$ cat config.mk
export PLATFORM = sky130hd
export DESIGN_NAME = l2_arbiter
export DESIGN_NICKNAME = d
export VERILOG_FILES = /design/src/rtl/l2_arbiter.sv
export SDC_FILE = /design/constraint.sdc
export NUM_CORES = 1
export LEC_CHECK = 0
export ABC_AREA = 1
export ABC_CLOCK_PERIOD_IN_PS = 6950
export CAP_MARGIN = 10
export CORE_AREA = 2 2 270 272
export CTS_CLUSTER_DIAMETER = 30
export CTS_CLUSTER_SIZE = 14
export DETAILED_ROUTE_END_ITERATION = 12
export DIE_AREA = 0 0 272 274
export HOLD_SLACK_MARGIN = 0.12
export PLACE_DENSITY_LB_ADDON = 0.05
export REMOVE_ABC_BUFFERS = 1
export SLEW_MARGIN = 10
export SYNTH_ARGS = -nofsm -noshare
export SYNTH_HDL_FRONTEND = slang
export SYNTH_SLANG_ARGS = --single-unit
$ cat constraint.sdc
create_clock -name clk -period 6.95 [get_ports clk]
set_input_delay 0.695 -clock clk [delete_from_list [all_inputs] [get_ports clk]]
set_output_delay 0.695 -clock clk [all_outputs]
set_load 0.05 [all_outputs]
$ cat src/rtl/l2_arbiter.sv
// Two-port arbiter sharing the unified L2 between the L1 I-cache and D-cache.
// One transaction at a time, round-robin on contention, one recovery cycle between grants.
module l2_arbiter #(
  parameter int unsigned ADDR_WIDTH = 16,
  parameter int unsigned LINE_WIDTH = 128
) (
  input  logic                  clk,
  input  logic                  reset,
  input  logic                  icache_read,
  input  logic [ADDR_WIDTH-1:0] icache_address,
  output logic                  icache_resp,
  output logic [LINE_WIDTH-1:0] icache_rdata,
  input  logic                  dcache_read,
  input  logic                  dcache_write,
  input  logic [ADDR_WIDTH-1:0] dcache_address,
  input  logic [LINE_WIDTH-1:0] dcache_wdata,
  output logic                  dcache_resp,
  output logic [LINE_WIDTH-1:0] dcache_rdata,
  output logic                  L2_read,
  output logic                  L2_write,
  output logic [ADDR_WIDTH-1:0] L2_address,
  output logic [LINE_WIDTH-1:0] L2_wdata,
  input  logic                  L2_resp,
  input  logic [LINE_WIDTH-1:0] L2_rdata
);

  typedef enum logic [1:0] {
    IDLE,
    SERVE_I,
    SERVE_D,
    RECOVER
  } state_t;

  typedef enum logic {
    GRANT_I,
    GRANT_D
  } grant_t;

  state_t                state_q, state_d;
  grant_t                last_grant_q, last_grant_d;
  logic [ADDR_WIDTH-1:0] addr_q, addr_d;
  logic [LINE_WIDTH-1:0] wdata_q, wdata_d;
  logic                  op_q, op_d;

  logic i_req;
  logic d_req;

  assign i_req = icache_read;
  assign d_req = dcache_read | dcache_write;

  always_ff @(posedge clk or posedge reset) begin
    if (reset) begin
      state_q      <= IDLE;
      last_grant_q <= GRANT_I;
      addr_q       <= '0;
      wdata_q      <= '0;
      op_q         <= 1'b0;
    end else begin
      state_q      <= state_d;
      last_grant_q <= last_grant_d;
      addr_q       <= addr_d;
      wdata_q      <= wdata_d;
      op_q         <= op_d;
    end
  end

  always_comb begin
    state_d      = state_q;
    last_grant_d = last_grant_q;
    addr_d       = addr_q;
    wdata_d      = wdata_q;
    op_d         = op_q;
    L2_read      = 1'b0;
    L2_write     = 1'b0;
    icache_resp  = 1'b0;
    dcache_resp  = 1'b0;

    case (state_q)
      IDLE: begin
        // D wins when alone, or on contention when I had the previous grant
        if (d_req && (!i_req || last_grant_q == GRANT_I)) begin
          state_d      = SERVE_D;
          last_grant_d = GRANT_D;
          addr_d       = dcache_address;
          wdata_d      = dcache_wdata;
          op_d         = dcache_write;
        end else if (i_req) begin
          state_d      = SERVE_I;
          last_grant_d = GRANT_I;
          addr_d       = icache_address;
        end
      end
      SERVE_I: begin
        L2_read = 1'b1;
        if (L2_resp) begin
          icache_resp = 1'b1;
          state_d     = RECOVER;
        end
      end
      SERVE_D: begin
        L2_read  = ~op_q;
        L2_write = op_q;
        if (L2_resp) begin
          dcache_resp = 1'b1;
          state_d     = RECOVER;
        end
      end
      RECOVER: state_d = IDLE;
      default: state_d = IDLE;
    endcase
  end

  assign L2_address   = addr_q;
  assign L2_wdata     = wdata_q;
  assign icache_rdata = L2_rdata;
  assign dcache_rdata = L2_rdata;

endmodule

=== Word-level counts from Yosys, hierarchy flattened ===
Cells that the tools add are included.

* Equality and inequality tests: 5
* Bitwise operators: 3
* Reductions and logical operators: 9
* Muxes and demuxes: 13

{| class="wikitable"
|+ Operators with widths
! kind !! count
|-
| $mux W16 || 2
|-
| $mux W1 || 6
|-
| $mux W2 || 3
|-
| $pmux W2 S3 || 1
|-
| $reduce_and A2 Y1 || 3
|-
| $eq A2 B2 Y1 const B || 2
|-
| $ne A3 B3 Y1 const B || 1
|-
| $eq A2 B1 Y1 const B || 1
|-
| $logic_not A2 Y1 || 1
|-
| $ne A2 B1 Y1 const B || 1
|-
| $not A1 Y1 || 2
|-
| $pmux W1 S2 || 1
|-
| $reduce_bool A2 Y1 || 1
|-
| $reduce_or A2 Y1 || 1
|-
| $logic_and A1 B1 Y1 || 1
|-
| $logic_not A1 Y1 || 1
|-
| $logic_or A1 B1 Y1 || 1
|-
| $or A1 B1 Y1 || 1
|}

* Bits of input ports: 294
* Output and inout bits: 404
* Flip-flop bits (word level): 148
* Word-level logic and storage cells: 35

=== Longest topological paths before layout ===
* Depth after elaboration: 5
* Gate-level depth with buffers: 8

=== Least setup slack after synthesis ===
OpenSTA, ideal clock, no wires.

* Path kind: register to output
* Start point: reg state_q[0]
* End point: out L2_read
* Stages on the path, launching flop included: 5
* Path slack: 4873 ps
* Data arrival time: 1382 ps
* Data required time: 6255 ps
* Path buffers: 0
* Path through: dfrtp_1 > inv_1 > ha_1 > inv_1 > nor2_1

* Longest elaborated chain between the ends: 2
* Elaborated cells on any way between the ends: 3

{| class="wikitable"
|+ RTL lines
! element !! RTL line !! text
|-
| start: declaration || 39 || <nowiki>state_t state_q, state_d;</nowiki>
|-
| start signal: assignment || 59 || <nowiki>state_q <= state_d;</nowiki>
|-
| $eq A2 B2 Y1 or $eq A2 B1 Y1 (tied branches) || 78 || <nowiki>case (state_q)</nowiki>
|-
| $pmux W1 S2 * || 78 ||
|-
| end: declaration || 19 || <nowiki>output logic L2_read,</nowiki>
|}

Mark *: on every way between the ends. The rest lies on a longest branch, timed or not.

=== Final worst setup path ===
* Start point: in icache_read
* End point: reg wdata_q[78], in the netlist L2_wdata[78]

* Longest elaborated chain between the ends: 4

{| class="wikitable"
|+ RTL lines
! element !! RTL line !! text
|-
| start: declaration || 9 || <nowiki>input logic icache_read,</nowiki>
|-
| $logic_not A1 Y1 || 81 || <nowiki>if (d_req && (!i_req || last_grant_q == GRANT_I)) begin</nowiki>
|-
| $logic_or A1 B1 Y1 || 81 ||
|-
| $logic_and A1 B1 Y1 || 81 ||
|-
| $reduce_and A2 Y1 (no line) || - ||
|-
| end signal: assignment || 62 || <nowiki>wdata_q <= wdata_d;</nowiki>
|-
| end: declaration || 42 || <nowiki>logic [LINE_WIDTH-1:0] wdata_q, wdata_d;</nowiki>
|}

Every way passes these cells.
A chain may end at the register's enable or synchronous reset.

==> results.md <==
- Async SR Flop Fraction: 100.0%
- Iteration count of the initial detailed-routing pass: 4
- Area leader, netlist: dfrtp_1
- Hold Vio Cnt, Final: 0
- Syn_area_per_cell: 8.152 sq um
- Total chip power: 6.006 mW
- Post-synthesis sequential area ratio: 47.08%
- CTS tree: done
- Register area: 3704 sq um
- CTS HTree Levels: 4
- Layout cell share with drive strength beyond 1: 4.678%
- PortBufs: 313
- Top cells by area, synth: dfrtp_1 (47%), buf_4 (25%), nand2_1 (23%)
- Power Density: 558.2 nW/um^2
- Die height: 274 microns
- DR iter-0 viols: 448
- Final min period: 3.185 ns
- Post-Syn Area: 7866 sq um
- Period utilization: 45.82%
- Pre-CTS setup slack: 3.158 ns
- Routed wire length: 80.31 mm
- Total setup buffers inserted after CTS: 0
- Clk root buf: clkbuf_16
- Status: finished, final reports clean
- Most common cell in the netlist: nand2_1
- Number of global-route vias before repair: 6,589
- Gate Count Post-Synth: 965
- Final HPWL DP: 67.81 mm
- Final setup margin: 3.765 ns
- Slowest cell on the critical path: buf_4
- # nets final: 1,312
- Post-synth top flop: dfrtp_1
- Fmax achieved: 314.0 MHz
- Largest net degree at the start of global routing: 73
- Multi-input logic area: 2024 sq um
- Setup TNS: 0 ns
- Rows: 99
- Global-route wire length before repair: 97.27 mm
- Gpl congestion: 0.9221
- Max_cap viols: 0
- Clock skew: 0.01089 ns
- Non-filler cells, final: 1,987
- CTS clk-pin slew, worst paths: 0.07 ns
- Crit path buf inv count: 3
- Clock latency on the worst-skew pair: 0.49 ns
- GR Overflow Total: 0
- DRC: 0
- Fillers: 8,165
- Final setup fails: 0
- Final Slew Violations: 0
- Initial core utilization: 10.93%
- Worst Setup End Kind: flop
- Routed vias: 6,770
- Commonest cells post-synth: nand2_1 (480), buf_4 (260), dfrtp_1 (148)
- DR WL met2: 35.46 mm
- Distinct cells, synth: 18
- Crit Path Class: in -> reg
- Met1 WL: 20.23 mm
- Core Util, Final: 14.95%
- Gr usage total: 21.24%
- Max layer used: met5
- Yosys reg bits: 148
- Via-per-instance ratio: 3.407
- CP arrival: 3.60 ns
- TritonCTS Sinks: 148
- Io pins: 698
- Die Width: 272 microns
- Yosys top cell area share: 47.08%
- VDD IR max: 0.0001343 V
- # hold bufs at CTS: 0
- Routed Antenna Nets: 0
- Max incr delay on CP: 0.81 ns
- Layout area overhead: 36.77%
- Delay-heaviest family, CP: buffers and inverters
- Cells along the critical path: clkdlybuf4s50_1 > nand2_2 > nand3_4 > buf_4 > buf_4 > nand2_1 > nand2_1
- DR WL/cell: 40.42 microns
- CP Data Required Time: 7.37 ns
- Placed Cells: 1,954
- Num CTS Buffers: 17
- Core area: 71,970 sq um
- Slew @ Worst Pin: 0.9515 ns
- Initial antenna violation count: 17
- Maximum fanout along the worst path: 71
- P_leak: 4.902 nW
- HP Class: reg -> reg
- Post-synth EDFFs: 0
- Max_slew headroom: 36.56%
- Die area: 74,530 sq um
- DR WL met3: 21.66 mm
- RSZ-0062 raised after global routing: false
- Ys Warns: 0
- Clock Path Buffers: 2
- PostCTS Resize Cnt: 0
- Critical path launch point type: primary input
-- layer usage --
metal / up-vias / GRT usage [%]
met5: - / 12.58
met4: 49 / 4.309
met3: 97 / 27.87
met2: 908 / 32.86
met1: 2960 / 14.90
li1: 2756 / -
-- cells by family (layout without fill, tap and decap cells) --
logic type                 Yosys count  in the layout  share of synthesized area, %
and+or+nand+nor                    505            505                         24.65
AOI/OAI and AO/OA                    4              4                        0.3498
buffers and inverters              304            365                         27.28
DFF                                148            148                         47.08
other                                0              2                             0
adders and majority gates            4              4                        0.6363
-- cell usage in the layout, fill, tap and decap left out --
master / synthesis / layout
nand2_1: 480 / 480
clkdlybuf4s50_1: 0 / 313
dfrtp_1: 148 / 148
nand3_1: 18 / 18
clkbuf_16: 0 / 17
inv_1: 11 / 10
buf_4: 260 / 6
ha_1: 4 / 4
inv_2: 4 / 3
inv_6: 0 / 3
clkinvlp_4: 0 / 3
diode_2: 0 / 2
nor2_1: 2 / 2
or2_2: 2 / 2
clkbuf_8: 0 / 2
clkinv_4: 0 / 2
clkinv_2: 0 / 2
bufinv_16: 0 / 2
nand2_4: 1 / 1
nand2_2: 1 / 1
nand3_4: 0 / 1
inv_4: 0 / 1
a21oi_1: 1 / 1
o21ai_2: 1 / 1
a21oi_2: 1 / 1
o21ai_0: 1 / 1
clkbuf_1: 6 / 1
-- per-stage QoR --
stage / cell area [sq um] / hold WS, ns
after floorplan: 5777 / 0.4620
after global placement: 10170 / 0.4621
after detailed placement: 10170 / 0.4648
after CTS: 10750 / 0.4847
after global routing: 10750 / 0.5000
final: 10760 / 0.4784
-- sequential cells by signal (all words and copies together) (netlist names) --
register      cells
L2_wdata        128
last_grant_q      1
state_q           2
op_q              1
L2_address       16
-- layout make-up --
type                    instances  share of cell area [%]
inverters                      15                  0.5931
well taps                     959                   11.15
diodes                          2                 0.04652
clock inverters                11                   1.186
clock buffers                  20                   4.245
flip-flops and latches        148                   34.42
repair buffers                319                   29.54
multi-input cells             513                   18.82
-- worst min-delay path: cells and delay by family, from the launching register on --
kind             cells  cell delay (ns)
DFF                  1             0.34
and+or+nand+nor      2             0.11
-- power by group --
group / leakage [nW] / switching (mW) / internal [mW] / total, mW
Sequential: 1.84 / 0.251 / 1.28 / 1.53
Clock: 0.279 / 0.463 / 0.548 / 1.01
Combinational: 2.79 / 2.43 / 1.03 / 3.46
-- path summary, 6_finish.rpt --
kind / end / from / slack, ns / cells after the start
setup / recovery: L2_wdata[78] / icache_read / 3.77 / 7
hold / removal: L2_wdata[107] / L2_wdata[107] / 0.48 / 2
setup reg to reg: L2_wdata[78] / last_grant_q / 4.11 / 6
hold reg to reg: L2_wdata[107] / L2_wdata[107] / 0.48 / 2
max in group asynchronous: state_q[0] / reset / 4.93 / 3
min in group asynchronous: L2_wdata[60] / reset / 0.66 / 2
Note: power is estimated with default switching activity, not from simulation.
